<file path="config.mk">
export PLATFORM = sky130hd
export DESIGN_NAME = ddr_cmd_decode
export DESIGN_NICKNAME = d
export VERILOG_FILES = /design/src/rtl/ddr_cmd_decode.sv
export SDC_FILE = /design/constraint.sdc
export NUM_CORES = 1
export LEC_CHECK = 0
export CAP_MARGIN = 40
export CORE_AREA = 2 2 66 68
export DETAILED_ROUTE_END_ITERATION = 12
export DIE_AREA = 0 0 68 70
export PLACE_DENSITY = 0.81
export RECOVER_POWER = 100
export SLEW_MARGIN = 15
export SYNTH_ARGS = -nofsm -noshare
export SYNTH_HDL_FRONTEND = slang
export SYNTH_SLANG_ARGS = --single-unit
</file>
<file path="constraint.sdc">
create_clock -name clk -period 1.7 [get_ports clk]
set_input_delay 0.255 -clock clk [delete_from_list [all_inputs] [get_ports clk]]
set_output_delay 0.255 -clock clk [all_outputs]
set_load 0.05 [all_outputs]
</file>
<file path="src/rtl/ddr_cmd_decode.sv">
// DDR4 command front-end: samples the command/address pins each clock and emits
// one-cycle command strobes plus the captured address, tracking CKE power states.
module ddr_cmd_decode #(
  parameter int ADDR_W = 17,
  parameter int BG_W   = 2,
  parameter int BA_W   = 2
) (
  input  logic              clk,
  input  logic              rst,
  input  logic              cke,
  input  logic              cs_n,
  input  logic              act_n,
  input  logic              ras_n,
  input  logic              cas_n,
  input  logic              we_n,
  input  logic [ADDR_W-1:0] a,
  input  logic [BG_W-1:0]   bg,
  input  logic [BA_W-1:0]   ba,
  output logic              act,
  output logic              rd,
  output logic              rda,
  output logic              wr,
  output logic              wra,
  output logic              pr,
  output logic              pra,
  output logic              refresh,  // REF strobe; "ref" is a reserved word
  output logic              srf,
  output logic              pd,
  output logic              pdx,
  output logic              ckeh,
  output logic              ckel,
  output logic              mrw,
  output logic              mrr,
  output logic              cfg,
  output logic [BG_W-1:0]   bg_q,
  output logic [BA_W-1:0]   ba_q,
  output logic [ADDR_W-1:0] addr_q,
  output logic              mpr_mode,
  output logic              cmd_err,
  output logic [1:0]        fsm_state
);

  typedef enum logic [1:0] {
    INIT    = 2'd0,
    NORMAL  = 2'd1,
    PDOWN   = 2'd2,
    SELFREF = 2'd3
  } state_t;

  state_t     state;
  logic       cke_q;
  logic       rise;
  logic       fall;
  logic       valid;
  logic       nop;
  logic [2:0] code;

  assign rise      = cke & ~cke_q;
  assign fall      = ~cke & cke_q;
  assign code      = {ras_n, cas_n, we_n};
  assign nop       = act_n & (code == 3'b111);
  assign valid     = ~cs_n & cke_q & (state == NORMAL);
  assign fsm_state = state;

  always_ff @(posedge clk or posedge rst) begin
    if (rst) begin
      state    <= INIT;
      cke_q    <= 1'b0;
      act      <= 1'b0;
      rd       <= 1'b0;
      rda      <= 1'b0;
      wr       <= 1'b0;
      wra      <= 1'b0;
      pr       <= 1'b0;
      pra      <= 1'b0;
      refresh  <= 1'b0;
      srf      <= 1'b0;
      pd       <= 1'b0;
      pdx      <= 1'b0;
      ckeh     <= 1'b0;
      ckel     <= 1'b0;
      mrw      <= 1'b0;
      mrr      <= 1'b0;
      cfg      <= 1'b0;
      cmd_err  <= 1'b0;
      mpr_mode <= 1'b0;
      bg_q     <= '0;
      ba_q     <= '0;
      addr_q   <= '0;
    end else begin
      cke_q   <= cke;
      act     <= 1'b0;
      rd      <= 1'b0;
      rda     <= 1'b0;
      wr      <= 1'b0;
      wra     <= 1'b0;
      pr      <= 1'b0;
      pra     <= 1'b0;
      refresh <= 1'b0;
      srf     <= 1'b0;
      pd      <= 1'b0;
      pdx     <= 1'b0;
      ckeh    <= 1'b0;
      ckel    <= 1'b0;
      mrw     <= 1'b0;
      mrr     <= 1'b0;
      cfg     <= 1'b0;
      cmd_err <= 1'b0;

      if (valid) begin
        bg_q   <= bg;
        ba_q   <= ba;
        addr_q <= a;
      end

      case (state)
        INIT: begin
          if (cke) state <= NORMAL;
        end
        NORMAL: begin
          if (fall) begin
            ckel <= 1'b1;
            if (valid && act_n && code == 3'b001) begin
              srf   <= 1'b1;
              state <= SELFREF;
            end else begin
              // Any real command caught by the CKE fall is dropped and flagged.
              pd      <= 1'b1;
              cmd_err <= valid & ~nop;
              state   <= PDOWN;
            end
          end else if (valid) begin
            if (!act_n) begin
              act <= 1'b1;
            end else begin
              case (code)
                3'b000: begin
                  mrw <= 1'b1;
                  if (bg == '0 && ba == BA_W'(3)) mpr_mode <= a[2];
                end
                3'b001: refresh <= 1'b1;
                3'b010: if (a[10]) pra <= 1'b1; else pr <= 1'b1;
                3'b011: cmd_err <= 1'b1;
                3'b100: if (a[10]) wra <= 1'b1; else wr <= 1'b1;
                3'b101: begin
                  if (mpr_mode)   mrr <= 1'b1;
                  else if (a[10]) rda <= 1'b1;
                  else            rd  <= 1'b1;
                end
                3'b110: cfg <= 1'b1;
                3'b111: ;
              endcase
            end
          end
        end
        PDOWN: begin
          cmd_err <= ~cs_n & ~nop;
          if (rise) begin
            pdx   <= 1'b1;
            ckeh  <= 1'b1;
            state <= NORMAL;
          end
        end
        SELFREF: begin
          cmd_err <= ~cs_n & ~nop;
          if (rise) begin
            ckeh  <= 1'b1;
            state <= NORMAL;
          end
        end
        default: state <= INIT;
      endcase
    end
  end

endmodule

</file>
==> reports/results.tsv, run 1 <==
metric	value	unit
fin_ws	102	ps
ys_seq_area_frac	0.647	
fmax	0.626	GHz
wl_per_cell	14.2	um
final_cell_mix	clkbuf_1 (42), dfrtp_1 (40), clkdlybuf4s50_1 (26)	
die_width	68	um
syn_nets	143	
synth_area_leaders	dfrtp_1 (65%), mux2_2 (15%), nor3_1 (2.5%)	
clk_latency	290	ps
place_ws	-307	ps
postCtsHoldBufs	0	
grtUsageTotal	0.165	
core.rowCount	24	
hp-class	register to register	
final_layout_size_suffix_gt1_frac	0.246	
worst-setup-path-type	input port to register	
layout_commonest_cell	clkbuf_1	
initial_core_util	0.392	
worst_pin_slew	992	ps
vdd_drop_max	0.862	mV
drc	0	
synth_top_cell_area_share	0.647	
synth_area	0.00162	mm^2
vias	1206	
period_share	0.940	
die_y	70	um
fin_hold_ws	509	ps
grt_pass1_vias	1246	
place.gp.congestion	0.836	
status	complete, no violations	
setup_violations	0	
cts_inserted_buffers	5	
final.setup.tns	0	ps
postRouteAntennaNets	0	
antenna_found_initial	0	
maxSlewViolCount	0	
grt_max_degree	43	
port_buffers	69	
fin_area	0.00228	mm^2
postCtsSetupRepairBufs	0	
cts-htree-levels	2	
cts-root-buf	clkbuf_8	
core_area	0.00414	mm^2
ys_types	26	
clkSlewWorstSetupHoldPaths	70	ps
synthToLayoutAreaGrowth	40.4	%
synth-seq-cells	42	
slew_headroom	0.339	
die_area	0.00476	mm^2
grt_overflow	0	
critPathMaxFanout	2	
critPathRequiredTime	1870	ps
via_per_inst	4.73	
drtIter0Drc	57	
place_area	0.00238	mm^2
start_kind	input port	
grt_pass1_wl	5830	um
hold_violations	0	
synth_area_leader_cell	dfrtp_1	
cts_tree	built	
cap_violations	0	
cts_max_path_buffers	2	
finClkSkew	5.82	ps
p_per_area	1500	mW/mm^2
worstPathArrival	1770	ps
syn_inst	114	
dr.pass1.iters	4	
hpwl	2840	um
num_io_pins	70	
nets	231	
worst_setup_path_end_kind	register	
drt_wl_total	3620	um
min_period	1600	ps
clock_sinks	42	
ys_warn_count	0	
diodes	0	
ys.flop_type	dfrtp_1	
ys_async_sr_fraction	1.00	
power_leakage	0.967	nW
nFillCells	395	
synth_edf_count	0	
rsz0062_at_grt	false	
synth_area_per_cell	14.2	um^2
-- cells by family (layout without fill, tap and decap cells) --
group,Yosys count,after routing,share of synthesized area
DFF,42,42,0.647
and+or+nand+nor,39,39,0.156
muxes,22,22,0.153
buffers and inverters,7,96,0.0277
AOI/OAI and AO/OA,4,4,0.0169
-- state kept, by name (all words and copies together), names as in the netlist, 2 cells and up --
signal	count
ba_q	2
bg_q	2
fsm_state	2
addr_q	17
-- metal layers --
layer | vias to the layer above | track usage | wire [um]
li1 | 573 | - | -
met1 | 579 | 0.182 | 1400
met2 | 48 | 0.294 | 1910
met3 | 6 | 0.0338 | 252
met4 | 0 | 0.0733 | 64
met5 | - | 0 | 0
-- stage by stage --
stage                util  total power, mW  std cells
global route        0.550             3.59        255
global placement    0.574             3.03        247
floorplan               -             2.49        114
detailed placement  0.574             3.07        247
finish              0.550             3.41        255
CTS                 0.595             3.67        255
-- timing repair --
action / CTS / global route
setup endpoints to repair: 1 / 3
endpoints found under the hold margin: 0 / 0
resized for setup: 1 / 2
-- Yosys cell counts (all sizes together) (3+ instances only) --
cell	number
inv	3
nand4	3
nor3	8
nor2b	3
nand3	4
nor4	4
nand2	3
nand2b	4
nor2	5
mux2	22
dfrtp	42
buf	3
-- worst max-delay path, stage by stage --
cell	delay [ps]
clkdlybuf4s50_1	470
or4bb_1	480
nor4_1	220
mux2_1	350
-- final cells by class --
cell class                      count  area, um^2  share of cell area
Timing Repair Buffer               85         551               0.241
Sequential cell                    42        1050               0.462
Clock buffer                        6        72.6              0.0318
Multi-Input combinational cell     65         517               0.227
Tap cell                           52        65.1              0.0285
Clock inverter                      2        10.0             0.00439
Inverter                            3        11.3             0.00494
-- final timing paths --
kind	slack (ps)	from	to	depth (start not counted)
worst max-delay path	100	ba[0]	mpr_mode	4
worst min-delay path	510	addr_q[10]	addr_q[10]	1
worst max register to register	100	fsm_state[1]	rd	4
worst min register to register	510	addr_q[10]	addr_q[10]	1
max in group asynchronous	300	rst	fsm_state[0]	3
min in group asynchronous	720	rst	pdx	3
-- report_power, final --
part | leakage (nW) | switching [mW] | internal (mW) | total, mW
Combinational | 0.393 | 1.10 | 0.367 | 1.46
Clock | 0.0450 | 0.307 | 0.284 | 0.591
Sequential | 0.528 | 0.124 | 1.24 | 1.36
Note: power is estimated with default switching activity, not from simulation.
==> inputs of run 2 (changes only) <==
--- a/config.mk
+++ b/config.mk
@@ -6,9 +6,9 @@
 export NUM_CORES = 1
 export LEC_CHECK = 0
 export CAP_MARGIN = 40
-export CORE_AREA = 2 2 66 68
+export CORE_AREA = 3 3 67 69
 export DETAILED_ROUTE_END_ITERATION = 12
-export DIE_AREA = 0 0 68 70
+export DIE_AREA = 0 0 70 72
 export PLACE_DENSITY = 0.81
 export RECOVER_POWER = 100
 export SLEW_MARGIN = 15
==> run 2 against run 1 <==
Compared with the run above:
- die area grew 5.9%
- first-iteration DRC count shrank 32%
- register-to-register slack better by 50 ps
- clock skew is 0.60 ps higher
- clock power decreased by 1%
- flip-flop and latch count unchanged
- core utilization increased by 3.0 points
- via count up 4.1%
- largest cell class unchanged
==> reports/results.tsv, run 2 (synthesis gave the netlist of run 1 again) <==
metric	value	unit	change
status	complete, no violations		
postCtsSetupRepairBufs	0		unchanged
grt_pass1_vias	1327		+6.5%
p_per_area	1480	mW/mm^2	-0.86%
grtUsageTotal	0.159		-0.00626
die_y	72	um	+2.9%
grt_overflow	0		unchanged
startpoint	ba[0]		
critPathMaxFanout	2		unchanged
clock_sinks	42		unchanged
initial_core_util	0.409		+0.0170
fin_hold_ws	508	ps	-1.18 ps
hold_violations	0		unchanged
fin_area	0.00230	mm^2	+1.0%
grt_max_degree	43		unchanged
place.gp.congestion	0.787		-5.8%
diodes	0		unchanged
worst-setup-path-type	input port to register		
via_per_inst	4.96		+5.0%
hp-start	addr_q[12]		
fmax	0.633	GHz	+1.1%
slew_headroom	0.329		-0.00953
final_cell_mix	clkbuf_1 (45), dfrtp_1 (40), clkdlybuf4s50_1 (26)		
wl_per_cell	14.9	um	+5.1%
largest_register_ff_count	17		unchanged
hp-class	register to register		
cap_violations	0		unchanged
finClkSkew	6.42	ps	+0.601 ps
cts_max_path_buffers	2		unchanged
final.setup.tns	0	ps	unchanged
use_met2	0.281		-0.0133
num_io_pins	70		unchanged
nets	231		unchanged
drt_wl_total	3770	um	+4.3%
cts_tree	built		
place_area	0.00238	mm^2	-0.11%
fin_util	0.580		+0.0299
r2r-start	fsm_state[1]		
layout.cells.non_filler	253		-0.78%
maxSlewViolCount	0		unchanged
min_period	1580	ps	-18.0 ps
power_leakage	0.962	nW	-0.52%
grtUsageMet1	0.174		-0.00865
top_register	addr_q		
gr-max-usage-layer	met2		
worst_pin_slew	1010	ps	+14.3 ps
cts-htree-levels	2		unchanged
drtIter0Drc	39		-32%
core.rowCount	23		-4.2%
drc	0		unchanged
dpl.cell_count	245		-0.81%
vias	1256		+4.1%
place_ws	-371	ps	-63.3 ps
postRouteAntennaNets	0		unchanged
grtUsageMet3	0.0485		+0.0147
rsz0062_at_grt	false		
final_layout_size_suffix_gt1_frac	0.251		+0.00493
core_area	0.00397	mm^2	-4.2%
cts_inserted_buffers	5		unchanged
grt_pass1_wl	6220	um	+6.7%
die_width	70	um	+2.9%
critPathRequiredTime	1870	ps	about the same
synthToLayoutAreaGrowth	41.8	%	
port_buffers	69		unchanged
p_total	3.42	mW	+0.18%
die_area	0.00504	mm^2	+5.9%
worstPathArrival	1750	ps	-20 ps
worst_setup_path_end_kind	register		
hpwl	2910	um	+2.5%
layout_commonest_cell	clkbuf_1		
clk_latency	290	ps	about the same
start_kind	input port		
setup_violations	0		unchanged
antenna_found_initial	0		unchanged
cts-root-buf	clkbuf_8		
dr.pass1.iters	4		unchanged
clkSlewWorstSetupHoldPaths	70	ps	about the same
period_share	0.930		-0.0106
vdd_drop_max	0.847	mV	-1.6%
fin_ws	120	ps	+18.0 ps
## run 2: changes by cell type in the layout (fill, tap and decap cells not counted), sizes merged
cell / delta
clkinv: -2
buf: -1
clkbuf: +3
## run 2: final timing paths
kind                       cells after the start  slack, ps      endpoint
max in group asynchronous                      3        290  fsm_state[0]
max reg2reg                                    4        150            wr
min reg2reg                                    1        510    addr_q[12]
min                                            1        510    addr_q[12]
max                                            4        120      mpr_mode
min in group asynchronous                      3        730            pd
## run 2: worst max-delay path, stage by stage
cell and delay [ps]:
clkdlybuf4s50_1 470, or4bb_1 540, nor4_4 150, mux2_1 330
## run 2: power by group
part / internal, mW / switching [mW]
Sequential: 1.24 / 0.123
Combinational: 0.368 / 1.11
Clock: 0.291 / 0.292
## run 2: layer usage
layer | vias up | wire length (um)
li1 | 577 | -
met1 | 608 | 1510
met2 | 61 | 1890
met3 | 10 | 276
met4 | 0 | 96
met5 | - | 0
## run 2: timing repair
action | 4_1_cts | 5_1_grt
setup endpoints to repair | 3 | 3
resized for setup | 2 | 4
hold endpoints to repair | 0 | 0
hold buffers | 0 | 0
cloned | 0 | 0
## run 2: layout make-up
class,instances,area (um^2)
repair buffers,85,547
multi-input cells,65,549
flip-flops and latches,42,1050
clock buffers,8,80.1
well taps,50,62.6
inverters,3,11.3
fillers,378,1670
